===== config.mk =====
export PLATFORM = sky130hd
export DESIGN_NAME = dmem_responder
export DESIGN_NICKNAME = d
export VERILOG_FILES = /design/src/rtl/cpu_pkg.sv /design/src/rtl/dmem_array.sv /design/src/rtl/dmem_responder.sv
export SDC_FILE = /design/constraint.sdc
export NUM_CORES = 2
export LEC_CHECK = 0
export ABC_AREA = 1
export ABC_CLOCK_PERIOD_IN_PS = 5000
export CORE_ASPECT_RATIO = 0.6
export CORE_UTILIZATION = 25
export CTS_BUF_LIST = sky130_fd_sc_hd__clkbuf_4 sky130_fd_sc_hd__clkbuf_8
export CTS_CLUSTER_DIAMETER = 200
export CTS_CLUSTER_SIZE = 40
export DETAILED_ROUTE_END_ITERATION = 7
export SLEW_MARGIN = 0
export SYNTH_ARGS = -nofsm -noshare
export SYNTH_HDL_FRONTEND = slang
export SYNTH_SLANG_ARGS = --single-unit
export TNS_END_PERCENT = 10

===== constraint.sdc =====
create_clock -name clk -period 5 [get_ports clk]
set_clock_uncertainty 0.05 [all_clocks]
set_input_delay 1 -clock clk [delete_from_list [all_inputs] [get_ports clk]]
set_output_delay 1 -clock clk [all_outputs]
set_load 0.1 [all_outputs]

===== src/rtl/cpu_pkg.sv =====
// Shared types and constants for the data-memory responder.
package cpu_pkg;

    typedef enum logic [1:0] {
        IDLE,
        BUSY,
        DONE
    } dmem_state_t;

    localparam int          WORD_BYTES       = 4;
    localparam logic [31:0] DMEM_ERR_DEFAULT = 32'h0;

endpackage


===== src/rtl/dmem_array.sv =====
// Word-wide single-port storage: synchronous write, synchronous read.
// The contents are not reset.
module dmem_array
    import cpu_pkg::*;
#(
    parameter int DEPTH = 64,
    parameter int AW    = $clog2(DEPTH)
) (
    input  logic          clk,
    input  logic          we_i,
    input  logic [AW-1:0] addr_i,
    input  logic [31:0]   wdata_i,
    output logic [31:0]   rdata_o
);

    logic [31:0] mem_q [DEPTH];
    logic [31:0] rdata_q;

    // Read-first port: the read returns the old word on the edge that writes it.
    always_ff @(posedge clk) begin
        if (we_i) begin
            mem_q[addr_i] <= wdata_i;
        end
        rdata_q <= mem_q[addr_i];
    end

    assign rdata_o = rdata_q;

endmodule


===== src/rtl/dmem_responder.sv =====
// Fixed-latency data-memory responder behind the memory-stage interface.
// It latches a request in IDLE, waits LATENCY cycles in BUSY, commits, and
// then spends one DONE cycle in which the stall drops so the pipeline advances.
module dmem_responder
    import cpu_pkg::*;
#(
    parameter int          DEPTH    = 64,
    parameter int          LATENCY  = 2,
    parameter logic [31:0] ERR_DATA = DMEM_ERR_DEFAULT
) (
    input  logic        clk,
    input  logic        reset,
    input  logic        MemReqM,
    input  logic        MemWriteM,
    input  logic [31:0] ALUOutM,
    input  logic [31:0] WriteDataM,
    output logic [31:0] ReadDataM,
    output logic        MemStallM,
    output logic        MemErrM
);

    localparam int AW  = $clog2(DEPTH);
    localparam int LSB = $clog2(WORD_BYTES);

    dmem_state_t   state_q, state_d;
    logic [3:0]    cnt_q, cnt_d;
    logic [AW-1:0] idx_q, idx_d;
    logic          err_q, err_d;
    logic          we_q, we_d;
    logic [31:0]   wdata_q, wdata_d;
    logic [31:0]   rdata_q, rdata_d;

    logic [AW-1:0] in_idx;
    logic          in_err;
    logic          arr_we;
    logic [AW-1:0] arr_addr;
    logic [31:0]   arr_rdata;

    // Decode the incoming byte address: word index plus misalign/range error.
    always_comb begin
        in_idx = ALUOutM[AW+LSB-1:LSB];
        in_err = (ALUOutM[LSB-1:0] != '0) || (ALUOutM[31:AW+LSB] != '0);
    end

    // While idle the array looks at the incoming address so the read data is
    // already in flight on the latching edge; LATENCY=1 depends on this.
    assign arr_addr = (state_q == IDLE) ? in_idx : idx_q;

    dmem_array #(
        .DEPTH (DEPTH),
        .AW    (AW)
    ) u_array (
        .clk     (clk),
        .we_i    (arr_we),
        .addr_i  (arr_addr),
        .wdata_i (wdata_q),
        .rdata_o (arr_rdata)
    );

    // Next-state logic: latch in IDLE, count down in BUSY, commit on the last
    // BUSY edge; a dropped request in BUSY is a flush and commits nothing.
    always_comb begin
        state_d = state_q;
        cnt_d   = cnt_q;
        idx_d   = idx_q;
        err_d   = err_q;
        we_d    = we_q;
        wdata_d = wdata_q;
        rdata_d = rdata_q;
        arr_we  = 1'b0;
        case (state_q)
            IDLE: begin
                if (MemReqM) begin
                    state_d = BUSY;
                    cnt_d   = 4'(LATENCY - 1);
                    idx_d   = in_idx;
                    err_d   = in_err;
                    we_d    = MemWriteM;
                    wdata_d = WriteDataM;
                end
            end
            BUSY: begin
                if (!MemReqM) begin
                    state_d = IDLE;
                end else if (cnt_q != 4'd0) begin
                    cnt_d = cnt_q - 4'd1;
                end else begin
                    state_d = DONE;
                    if (we_q) begin
                        arr_we = !err_q;
                    end else begin
                        rdata_d = err_q ? ERR_DATA : arr_rdata;
                    end
                end
            end
            DONE: begin
                state_d = IDLE;
            end
            default: begin
                state_d = IDLE;
            end
        endcase
    end

    // State and latched-request registers; reset aborts any access in flight.
    always_ff @(posedge clk or negedge reset) begin
        if (!reset) begin
            state_q <= IDLE;
            cnt_q   <= 4'd0;
            idx_q   <= '0;
            err_q   <= 1'b0;
            we_q    <= 1'b0;
            wdata_q <= 32'h0;
            rdata_q <= 32'h0;
        end else begin
            state_q <= state_d;
            cnt_q   <= cnt_d;
            idx_q   <= idx_d;
            err_q   <= err_d;
            we_q    <= we_d;
            wdata_q <= wdata_d;
            rdata_q <= rdata_d;
        end
    end

    assign ReadDataM = rdata_q;
    assign MemStallM = MemReqM && (state_q != DONE);
    assign MemErrM   = (state_q == DONE) && err_q;

endmodule


# ---- Word level (Yosys, flattened, before mapping)
# Memories as Yosys holds them, arrays and structs flattened. A register that Yosys moved wholly into a read port is not among the register bits.
# Index checks and enable logic that the tools add are counted.
dict set report totals {
  reg_bits 78
  ramBits 2048
  inputBits 68
  out_inout_bits 34
  word_cells 47
  n_memories 1
}
# memory depth width read_ports rd_ports_with_merged_regs wr line
set mem_list {}
lappend mem_list {u_array.mem_q 64 32 1 1 1 dmem_array.sv:16} ;# logic [31:0] mem_q [DEPTH];
dict set report classes {
  n_addsub 1
  eq_ne 7
  muxes 16
  n_bitwise 2
  reduce_logical 13
}
# cell n
set ops {}
lappend ops {{2-to-1 mux 32 bit} 1}
lappend ops {{nonzero test 24 bit} 1}
lappend ops {{2-to-1 mux 4 bit} 3}
lappend ops {{inequality test 2 bit, second input constant} 4}
lappend ops {{case mux 4 bit (2 select lines)} 1}
lappend ops {{AND reduction 4 bit} 2}
lappend ops {{2-to-1 mux 1 bit} 6}
lappend ops {{2-to-1 mux 2 bit} 3}
lappend ops {{2-to-1 mux 6 bit} 1}
lappend ops {{case mux 2 bit (2 select lines)} 1}
lappend ops {{AND reduction 2 bit} 2}
lappend ops {{nonzero test 2 bit} 2}
lappend ops {{nonzero test 4 bit} 1}
lappend ops {{subtractor 4 x 1 -> 4 bit, second input constant} 1}
lappend ops {{inequality test 3 bit, second input constant} 1}
lappend ops {{equality test 2 x 1 -> 1 bit, second input constant} 1}
lappend ops {{equality test 2 bit, second input constant} 1}
lappend ops {{logical AND 1 bit} 2}
lappend ops {{logical NOT 2 bit} 1}
lappend ops {{NOT 1 bit} 2}
lappend ops {{logical NOT 1 bit} 1}
lappend ops {{logical OR 1 bit} 1}

# ---- Depth between registers and ports, before layout
dict set report logic_depth {
  depth_word 7
  depth_mapped 17
  ltp_nobuf 14
}

# ---- Hierarchy
# Synthesis repeated with hierarchy kept, for this count alone.
dict set report hier_totals {
  hier_cells 8902
  hier_area_um2 90098.9
}
# mod n_inst cells_per_inst area_each_um2 seq_area_each_um2
set modules_own_cells {}
lappend modules_own_cells {dmem_array 1 8440 86503.0 62139.6}
lappend modules_own_cells {dmem_responder 1 462 3595.9 1951.9}

# ---- Least setup slack after synthesis
# No wires, ideal clock.
dict set report synth_timing {
  path_type {input to register}
  from {input ALUOutM[6]}
  to {memory u_array.mem_q[40][0], enable pin}
  t_arrival_ps 4123
  required_time_ps 4489
  setup_slack_ps 366
  stages 8
  path_buffers 1
  cell_sequence {inv_1 > nand2_1 > o21ai_4 > inv_2 > nor3_4 > buf_2 > nand2_1 > nor3_1}
}
dict set report synth_via {
  elab_chain_len 1
}
# element line
set synth_lines {}
lappend synth_lines {{start: declaration} dmem_responder.sv:15} ;# input logic [31:0] ALUOutM,
lappend synth_lines {{2-to-1 mux 6 bit} dmem_responder.sv:47} ;# assign arr_addr = (state_q == IDLE) ? in_idx : idx_q;
lappend synth_lines {{end: declaration} dmem_array.sv:16}
# No other way between the ends.

# ---- Final worst setup path
dict set report layout_timing {
  from {register state_q[0]}
  to {register u_array.rdata_q[8], in the netlist u_array.rdata_o[8] (read register of u_array.mem_q)}
}
dict set report layout_via {
  elab_chain_len 2
}
# element line
set layout_lines {}
lappend layout_lines {{start: declaration} dmem_responder.sv:25} ;# dmem_state_t state_q, state_d;
lappend layout_lines {{start signal: assignment} dmem_responder.sv:116} ;# state_q <= state_d;
lappend layout_lines {{logical NOT 2 bit} dmem_responder.sv:47}
lappend layout_lines {{2-to-1 mux 6 bit} dmem_responder.sv:47}
lappend layout_lines {{end: declaration} dmem_array.sv:17} ;# logic [31:0] rdata_q;
# No other way between the ends.
# A chain may end at the register's enable or synchronous reset.

==> results.toml <==
[worst_setup_path]
r2r_cells = 16
reg2reg_to = "u_array.rdata_o[8]"
path_depth = 16
critical_path_class = "reg -> reg"
cp-endpoint = "u_array.rdata_o[8]"
slowest_delay_ns = 1.31
cp_slowest_cell = "nor2_1"
r2r_start = "state_q[0]"
critPathRequiredTime_ns = 5.76
startpoint_type = "register"
cpMostUsedCell = "nand2_1"
cp_cell_sequence = "inv_1 -> nand2_2 -> nand2_8 -> nand2_4 -> buf_12 -> buf_4 -> nand2_1 -> nand2_1 -> nand2_1 -> nand2_1 -> nand2_1 -> nand2_1 -> nand2_1 -> nand2_1 -> nor2_1 -> nand2_1"
crit_start = "state_q[0]"
worst-endpoint-arrival_ns = 5.62
cp_max_fo = 65
crit_path_end_kind = "register"
path_delay_family = "simple AND/OR/NAND/NOR gates"
worst-path-buf-inv = 3
rrSetupSlack_ns = 0.14

[drt]
routed_wl_um = 293000
drt-pass1-iter-count = 6
drt_iter0_markers = 9671
avgViaCountPerCell = 4.61
met3_length_um = 38000
vias = 63403
drc = 0
wl_per_cell_um = 21.3
wl_met1_um = 134000
wl_met2_um = 116000
routed.top_layer = "met5"
antenna_left = 0

[yosys]
synth_fp_nets = 8981
ys_ff_latch = 2158
ys_warn_count = 0
syn_area_um2 = 91100
syn_inst = 8911
synth_seq_area_share_pct = 70.3
avgSynthCellArea_um2 = 10.2
ys_types = 31

[global_routing]
grt-ovfl-total = 0
grt_pass1_vias = 56713
antenna_found_initial = 25
grt_max_degree = 150
grt_usage_pct = 15.3
grt_pass1_wl_um = 418000

[job]
max-cap-violations = 1

[clock_network]
cts_tree = "done"
clock_path_buffers = 3
postCtsSetupBuffers = 0
clk_latency_ns = 0.98
cts_sinks = 2158
htree_levels = 2
path_clk_slew_ns = 0.23
ctsHoldBuffers = 1
cts_resized = 0
root_buffer = "clkbuf_8"
cts_made_buffers = 59

[cells_and_area]
nets = 8916
fillers = 37647
drive_gt1_share_pct = 6.09
syn_to_final_growth_pct = 10.4

[floorplanning]
die_x_um = 781
die_y_um = 470
initial_utilization_pct = 25.2
rows = 171
die-area_um2 = 367000
ioPinCount = 102
core_um2 = 362000

[timing]
min_period_ns = 4.86
hold_viol = 0
slew_headroom_pct = -16.9
min_period_over_period_pct = 97.2
clock.fmax_mhz = 206
rsz0062_at_grt = "false"
setup_viol = 0
tightest_slew_ns = 1.75
tns_ns = 0
maxSlewViolCount = 2

[hold_path]
hp-class = "reg -> reg"
min_from = "u_array.rdata_o[1]"

[place]
port_buffers = 101
hpwl_um = 172000
gp_congestion = 0.869

[power_and_ir_drop]
design_power_total_w = 0.0563
vdd_drop_max_v = 0.000680
p_leak_nw = 40.0
p_per_area_nw_per_um2 = 560

[status]
status = "finished, violations left"
violations = "max-capacitance violations, max-slew violations"
through the flow:
step / instances / utilization [%] / worst slack (ns) / hold slack [ns] / instance area (um^2)
floorplan: 8911 / - / 0.366 / 0.392 / 91100
global placement: 13626 / 27.4 / -0.00818 / 0.400 / 99300
detailed placement: 13628 / 27.4 / 0.0281 / 0.408 / 99300
CTS: 13739 / 27.8 / 0.432 / 0.396 / 101000
global route: 13739 / 27.8 / 0.205 / 0.426 / 101000
finish: 13745 / 27.8 / 0.140 / 0.415 / 101000
worst min path at each step:
stage | slack [ns] | end | cells after the start
finish | 0.42 | ReadDataM[1] | 2
floorplan | 0.39 | ReadDataM[10] | 2
detailed placement | 0.41 | ReadDataM[1] | 2
CTS | 0.40 | we_q | 3
global route | 0.43 | we_q | 3
global placement | 0.40 | ReadDataM[30] | 2
state kept, by name, summed over array words and instances (netlist names):
register	flops
ReadDataM	32
cnt_q	4
err_q	1
idx_q	6
state_q	2
u_array.mem_q	2048
u_array.rdata_o	32
wdata_q	32
we_q	1
per-layer routing:
| metal | vias up | global-route usage [%] |
|---|---|---|
| met5 | - | 0 |
| met4 | 10 | 2.39 |
| li1 | 29000 | - |
| met3 | 245 | 4.24 |
| met1 | 30802 | 24.0 |
| met2 | 3346 | 20.8 |
logic make-up (layout without fill, tap and decap cells):
logic type | Yosys count | count (layout) | synth area share [%]
buffers and inverters | 575 | 559 | 2.95
adders and majority gates | 2 | 2 | 0.0275
DFF | 2158 | 2158 | 70.3
AOI/OAI and AO/OA | 53 | 53 | 0.335
and+or+nand+nor | 6123 | 6123 | 26.4
other | 0 | 6 | 0
synthesized netlist by cell type:
master / instances / area [um^2]
dfxtp_1: 32 / 641
buf_2: 262 / 1310
o21ai_1: 5 / 25.0
inv_1: 50 / 188
nand4_1: 2 / 12.5
inv_2: 10 / 37.5
nand3_1: 716 / 3580
inv_4: 1 / 6.26
o21ai_4: 3 / 48.8
buf_1: 49 / 184
dfrtp_1: 78 / 1950
nor4_1: 7 / 43.8
buf_6: 1 / 11.3
nor3_2: 2 / 20.0
nor3_1: 4 / 20.0
o21a_1: 1 / 7.51
edfxtp_1: 2048 / 61500
o21ai_0: 38 / 190
nand2_2: 4 / 25.0
nor2_1: 134 / 503
nor2_4: 1 / 11.3
o22ai_1: 3 / 18.8
nor3_4: 6 / 97.6
clkbuf_1: 150 / 563
nand2_1: 5244 / 19700
buf_4: 50 / 375
and3_1: 1 / 6.26
ha_1: 2 / 25.0
a21oi_1: 3 / 15.0
nor2_2: 2 / 12.5
clkinv_1: 2 / 7.51
power breakdown:
group          switching (W)  total [W]  internal (W)
Clock                0.00524    0.00676       0.00152
Combinational         0.0196     0.0257       0.00612
Sequential           0.00133     0.0238        0.0225
Total                 0.0262     0.0563        0.0302
layout make-up:
cell class | instances | area (um^2) | area share [%]
clock buffers | 110 | 1210 | 1.21
repair buffers | 386 | 3970 | 3.95
diodes | 6 | 15.0 | 0.0149
well taps | 4844 | 6060 | 6.03
flip-flops and latches | 2158 | 64100 | 63.8
multi-input cells | 6178 | 25000 | 24.8
inverters | 63 | 239 | 0.238
tightest hold or removal path: cells and delay by family, from the launching register on:
kind               cells  cell delay, ns
AOI/OAI and AO/OA      1            0.07
DFF                    1            0.35
and+or+nand+nor        1            0.05
placed cells by master (no fill, tap or decap), types with 4 or more instances in the layout:
master | Yosys | routed
buf_12 | 0 | 66
buf_4 | 50 | 226
clkbuf_4 | 0 | 48
clkbuf_8 | 0 | 62
clkdlybuf4s50_1 | 0 | 91
dfrtp_1 | 78 | 46
dfrtp_2 | 0 | 32
dfxtp_1 | 32 | 32
diode_2 | 0 | 6
edfxtp_1 | 2048 | 2048
inv_1 | 50 | 50
inv_2 | 10 | 11
nand2_1 | 5244 | 5238
nand2_4 | 0 | 6
nand3_1 | 716 | 715
nor2_1 | 134 | 68
nor2_2 | 2 | 5
nor2_4 | 1 | 64
nor3_4 | 6 | 8
nor4_1 | 7 | 7
o21ai_0 | 38 | 38
o21ai_1 | 5 | 4
o21ai_4 | 3 | 4
Note: power is estimated with default switching activity, not from simulation.
